===== src/rtl/window_generator.sv =====
// Streaming KxK sliding-window builder: K-1 line buffers feed a KxK shift window,
// and every fully-inside position is registered out under valid/ready handshaking.
module window_generator #(
    parameter int DATA_WIDTH   = 16,
    parameter int KERNEL_SIZE  = 5,
    parameter int IMAGE_WIDTH  = 28,
    parameter int IMAGE_HEIGHT = 28
) (
    input  logic                                        clk,
    input  logic                                        rst_n,
    input  logic [DATA_WIDTH-1:0]                       pixel_in,
    input  logic                                        pixel_valid,
    output logic                                        pixel_ready,
    output logic [KERNEL_SIZE*KERNEL_SIZE*DATA_WIDTH-1:0] window,
    output logic                                        window_valid,
    input  logic                                        window_ready,
    output logic                                        window_last
);

    localparam int K    = KERNEL_SIZE;
    localparam int TAPS = K * K;
    localparam int CW   = (IMAGE_WIDTH  > 1) ? $clog2(IMAGE_WIDTH)  : 1;
    localparam int RW   = (IMAGE_HEIGHT > 1) ? $clog2(IMAGE_HEIGHT) : 1;

    localparam logic [CW-1:0] COL_LAST = CW'(IMAGE_WIDTH - 1);
    localparam logic [CW-1:0] COL_EDGE = CW'(K - 1);
    localparam logic [RW-1:0] ROW_LAST = RW'(IMAGE_HEIGHT - 1);
    localparam logic [RW-1:0] ROW_EDGE = RW'(K - 1);

    logic [CW-1:0] col;
    logic [RW-1:0] row;
    logic          accept;
    logic          emit;
    logic          frame_end;

    // line_buf[0] holds the oldest row (row-K+1), line_buf[K-2] the previous row
    logic [DATA_WIDTH-1:0] line_buf [K-1][IMAGE_WIDTH];
    logic [DATA_WIDTH-1:0] tap      [K];

    // Element r*K+c; packed index 0 sits in the least-significant slice
    logic [TAPS-1:0][DATA_WIDTH-1:0] win;
    logic [TAPS-1:0][DATA_WIDTH-1:0] win_next;
    logic [TAPS-1:0][DATA_WIDTH-1:0] win_out;

    assign pixel_ready = !window_valid || window_ready;
    assign accept      = pixel_valid && pixel_ready;
    assign emit        = accept && (row >= ROW_EDGE) && (col >= COL_EDGE);
    assign frame_end   = (row == ROW_LAST) && (col == COL_LAST);
    assign window      = win_out;

    always_comb begin
        for (int r = 0; r < K - 1; r++) begin
            tap[r] = line_buf[r][col];
        end
        tap[K-1] = pixel_in;
    end

    always_comb begin
        win_next = win;
        for (int r = 0; r < K; r++) begin
            for (int c = 0; c < K - 1; c++) begin
                win_next[r*K+c] = win[r*K+c+1];
            end
            win_next[r*K+K-1] = tap[r];
        end
    end

    // Line-buffer storage is intentionally not reset; the first K-1 rows of a
    // frame overwrite every column before any window can be emitted.
    always_ff @(posedge clk) begin
        if (accept) begin
            for (int j = 0; j < K - 2; j++) begin
                line_buf[j][col] <= line_buf[j+1][col];
            end
            line_buf[K-2][col] <= pixel_in;
        end
    end

    always_ff @(posedge clk or negedge rst_n) begin
        if (!rst_n) begin
            col <= '0;
            row <= '0;
            win <= '0;
        end else if (accept) begin
            win <= win_next;
            if (col == COL_LAST) begin
                col <= '0;
                row <= (row == ROW_LAST) ? '0 : row + 1'b1;
            end else begin
                col <= col + 1'b1;
            end
        end
    end

    always_ff @(posedge clk or negedge rst_n) begin
        if (!rst_n) begin
            window_valid <= 1'b0;
            window_last  <= 1'b0;
            win_out      <= '0;
        end else if (emit) begin
            window_valid <= 1'b1;
            window_last  <= frame_end;
            win_out      <= win_next;
        end else if (window_ready) begin
            window_valid <= 1'b0;
            window_last  <= 1'b0;
        end
    end

endmodule

===== config.mk =====
export PLATFORM = sky130hd
export DESIGN_NAME = window_generator
export DESIGN_NICKNAME = d
export VERILOG_FILES = /design/src/rtl/window_generator.sv
export SDC_FILE = /design/constraint.sdc
export NUM_CORES = 2
export LEC_CHECK = 0
export CORE_MARGIN = 2
export CORE_UTILIZATION = 40
export DETAILED_ROUTE_END_ITERATION = 16
export GPL_TIMING_DRIVEN = 1
export SLEW_MARGIN = 20
export SYNTH_ARGS = -nofsm -noshare
export SYNTH_HDL_FRONTEND = slang
export SYNTH_SLANG_ARGS = --single-unit

===== constraint.sdc =====
create_clock -name clk -period 12.1 [get_ports clk]
set_clock_uncertainty 0.15 [all_clocks]
set_input_delay 1.21 -clock clk [delete_from_list [all_inputs] [get_ports clk]]
set_output_delay 1.21 -clock clk [all_outputs]
set_load 0.01 [all_outputs]

==> qor.csv <==
stage,metric,value,unit
drt,first_pass_iters,6,
power,seqPwrFrac,0.440,
place,gp_congestion,0.7859,
critical_path,cp-start-kind,register,
critical_path,cp_cell_sequence,buf_4 > or4b_2 > buf_4 > o22ai_1 > nor4_1 > nand3_2 > mux2_2,
power,switchingPower,10.36,mW
place,port_buffers,422,
final_layout,fin_area,111300,µm²
logic_synthesis,synth_cells,5272,
critical_path,cp_max_fo,34,
timing,setup_viol,0,
logic_synthesis,synth_flop_cell,edfxtp_1,
critical_path,crit_family,simple AND/OR/NAND/NOR gates,
logic_synthesis,seq_area_frac_synth,0.7571,
place,dpl.hpwl,145900,µm
drt,drt_wl_total,255100,µm
flow_run,maxCapViolCount,0,
drt,wl_per_cell,27.78,µm
cts,cts_setup_buffers,0,
critical_path,cp.required,12700,ps
timing,slew_headroom,0.2054,
power,ir_drop,0.0002229,V
final_layout,regArea,72140,µm²
cts,root_buffer,clkbuf_16,
timing,fin_crit,5331,ps
final_layout,drive_gt1_frac,0.2234,
min_path,hold_class,input pin to asynchronous set/reset pin,
grt,grt_pass1_vias,50360,
logic_synthesis,synth_cell_types,50,
cts,cts_resized,0,
drt,routed_via_density,5.560,
timing,clock.fmax,0.1876,GHz
die,dieArea,242100,µm²
timing,layout_setup_ws,6769,ps
critical_path,critPathBufInv,2,
power,pwr_density_cell,275.9,nW/µm²
critical_path,slowest_delay,850,ps
die,dieWidth,492.0,µm
timing,maxSlewViolCount,0,
timing,hold_viol,0,
cts,clk_latency,880,ps
timing,tightest_slew,1192,ps
drt,drc,0,
place,place_worst_setup_slack,6207,ps
critical_path,timing.rr.start,col[0]$_DFFE_PN0P_,
cts,tritoncts,yes,
cts,ctsLongestPathBuffers,3,
final_layout,fill_cells,20090,
logic_synthesis,yosys.area.top_type_share,0.5648,
final_layout,layout_common_cells,"edfxtp_1 (1792), nand2_1 (808), dfrtp_1 (730)",
logic_synthesis,netlist_area,95270,µm²
drt,drt_iter0_markers,5252,
die,row_count,179,
drt,ant_nets,0,
critical_path,cp-end-kind,register,
logic_synthesis,synth_edf_count,1792,
final_layout,syn_to_final_growth,16.79,%
logic_synthesis,ys_warn_count,0,
final_layout,layout_commonest_cell,edfxtp_1,
outcome,status,finished clean,
grt,antenna_found_initial,12,
cts,hold_buffers,0,
power,cellLeakagePower,40.78,nW
critical_path,arrival,5930,ps
timing,tns,0,ps
place,place_area,103600,µm²
timing,period_share,0.4406,
die,die_height,492.0,µm
timing,rsz0062_at_grt,no,
die,core,237400,µm²
die,io_pins,423,
power,p_comb_frac,0.324,
logic_synthesis,ys_top_cells_by_area,"edfxtp_1 (56%), dfrtp_1 (19%), mux4_2 (6.1%)",
critical_path,worstSetupPathType,register to register,
critical_path,crit_top_cell,buf_4,
critical_path,slowest_stage,dfrtp_4,
grt,grt_pass1_wl,365900,µm
cts,clkSlewWorstSetupHoldPaths,60,ps
drt,vias,51040,
power,swShare,0.3374,
grt,track_usage,0.2072,
cts,cts_buffers,238,
logic_synthesis,synth_area_per_cell,18.07,µm²
timing,timing.hold.ws,223.1,ps
power,pwr-share-clk,0.237,
logic_synthesis,ys_ff_latch,2524,
final_layout,multi_input_area,22040,µm²
critical_path,crit_start,col[0]$_DFFE_PN0P_,
cts,h-tree-depth,4,
logic_synthesis,async_flop_share,0.2900,
final_layout,nets,5836,
logic_synthesis,syn-num-nets,5298,
power,power.internal,20.34,mW
cts,cts_sinks,2524,
logic_synthesis,yosys.area.top_type,edfxtp_1,
grt,overflow,0,
grt,grt_max_degree,174,
die,initial_core_util,0.4013,
==> cells in the mapped netlist (10+ instances only) <==
cell and instances:
buf_2 130, buf_6 16, mux2_2 479, mux4_2 260
a22oi_1 120, a211oi_2 34, nand3_1 88, edfxtp_1 1792
a21oi_1 34, a211oi_1 14, clkbuf_1 115, mux2_1 10
o22ai_1 129, nand2_1 809, buf_4 13, dfrtp_1 732
nor2_1 33, mux2i_1 360
==> cells by family (layout without fill, tap and decap cells) <==
group | Yosys count | count (layout) | share of synthesized area
compound gates | 354 | 354 | 0.02732
xor+xnor | 2 | 2 | 0.0001839
fa+ha+maj | 6 | 6 | 0.0007880
buf+inv | 293 | 1033 | 0.01537
flops | 2524 | 2524 | 0.7571
mux | 1109 | 1109 | 0.1571
other cells | 0 | 1 | 0
simple gates | 984 | 984 | 0.04217
==> routing by layer <==
metal | track usage | vias up | share of wire
li1 | - | 21360 | -
met1 | 0.3050 | 27300 | 0.44
met2 | 0.3220 | 2008 | 0.46
met3 | 0.03681 | 366 | 0.078
met4 | 0.04715 | 8 | 0.021
met5 | 0 | - | 0.00021
==> layout make-up <==
type / instances / share of cell area
clock inverter: 103 / 0.008243
clock buffer: 339 / 0.05967
antenna: 1 / 0.00002249
inverter: 9 / 0.0003036
multi-input combinational: 2455 / 0.1981
sequential: 2524 / 0.6483
timing repair buffer: 582 / 0.04969
tap: 3167 / 0.03561
==> worst reg2reg max path: stages (launching register included) <==
cell	delay, ps
dfrtp_4	850
buf_4	610
or4b_2	770
buf_4	550
o22ai_1	170
nor4_1	730
nand3_2	800
mux2_2	590
==> final timing paths <==
path,cells after the start,to,slack [ps]
worst max-delay path,7,win[156]$_DFFE_PN0P_,6770
worst min-delay path,1,window[343]$_DFFE_PN0P_,220
worst max register to register,7,win[156]$_DFFE_PN0P_,6770
worst min register to register,2,win[30]$_DFFE_PN0P_,320
max in group asynchronous,3,win[256]$_DFFE_PN0P_,9320
min in group clk,2,win[30]$_DFFE_PN0P_,320
==> registers in the layout, indices dropped and copies added, names as in the netlist <==
signal / flops
window_last: 1
col: 5
window_valid: 1
win: 320
row: 5
window: 400
line_buf: 1792
==> through the flow <==
stage / utilization / cells / power (mW)
2_1_floorplan: - / 5272 / 18.74
3_3_place_gp: 0.4365 / 8735 / 23.45
3_5_place_dp: 0.4365 / 8735 / 23.69
4_1_cts: 0.4684 / 9177 / 30.92
5_1_grt: 0.4687 / 9180 / 31.91
6_report: 0.4687 / 9180 / 30.70
==> power groups by stage <==
| stage | registers (mW) | logic [mW] | clock network (mW) |
|---|---|---|---|
| after floorplan | 13.7 | 5.06 | 0 |
| after global placement | 13.6 | 9.81 | 0 |
| after detailed placement | 13.7 | 9.99 | 0 |
| after CTS | 13.5 | 10.0 | 7.38 |
| after global routing | 13.7 | 10.5 | 7.71 |
| final | 13.5 | 9.93 | 7.26 |
No activity file was read; power rests on OpenSTA's default activity.
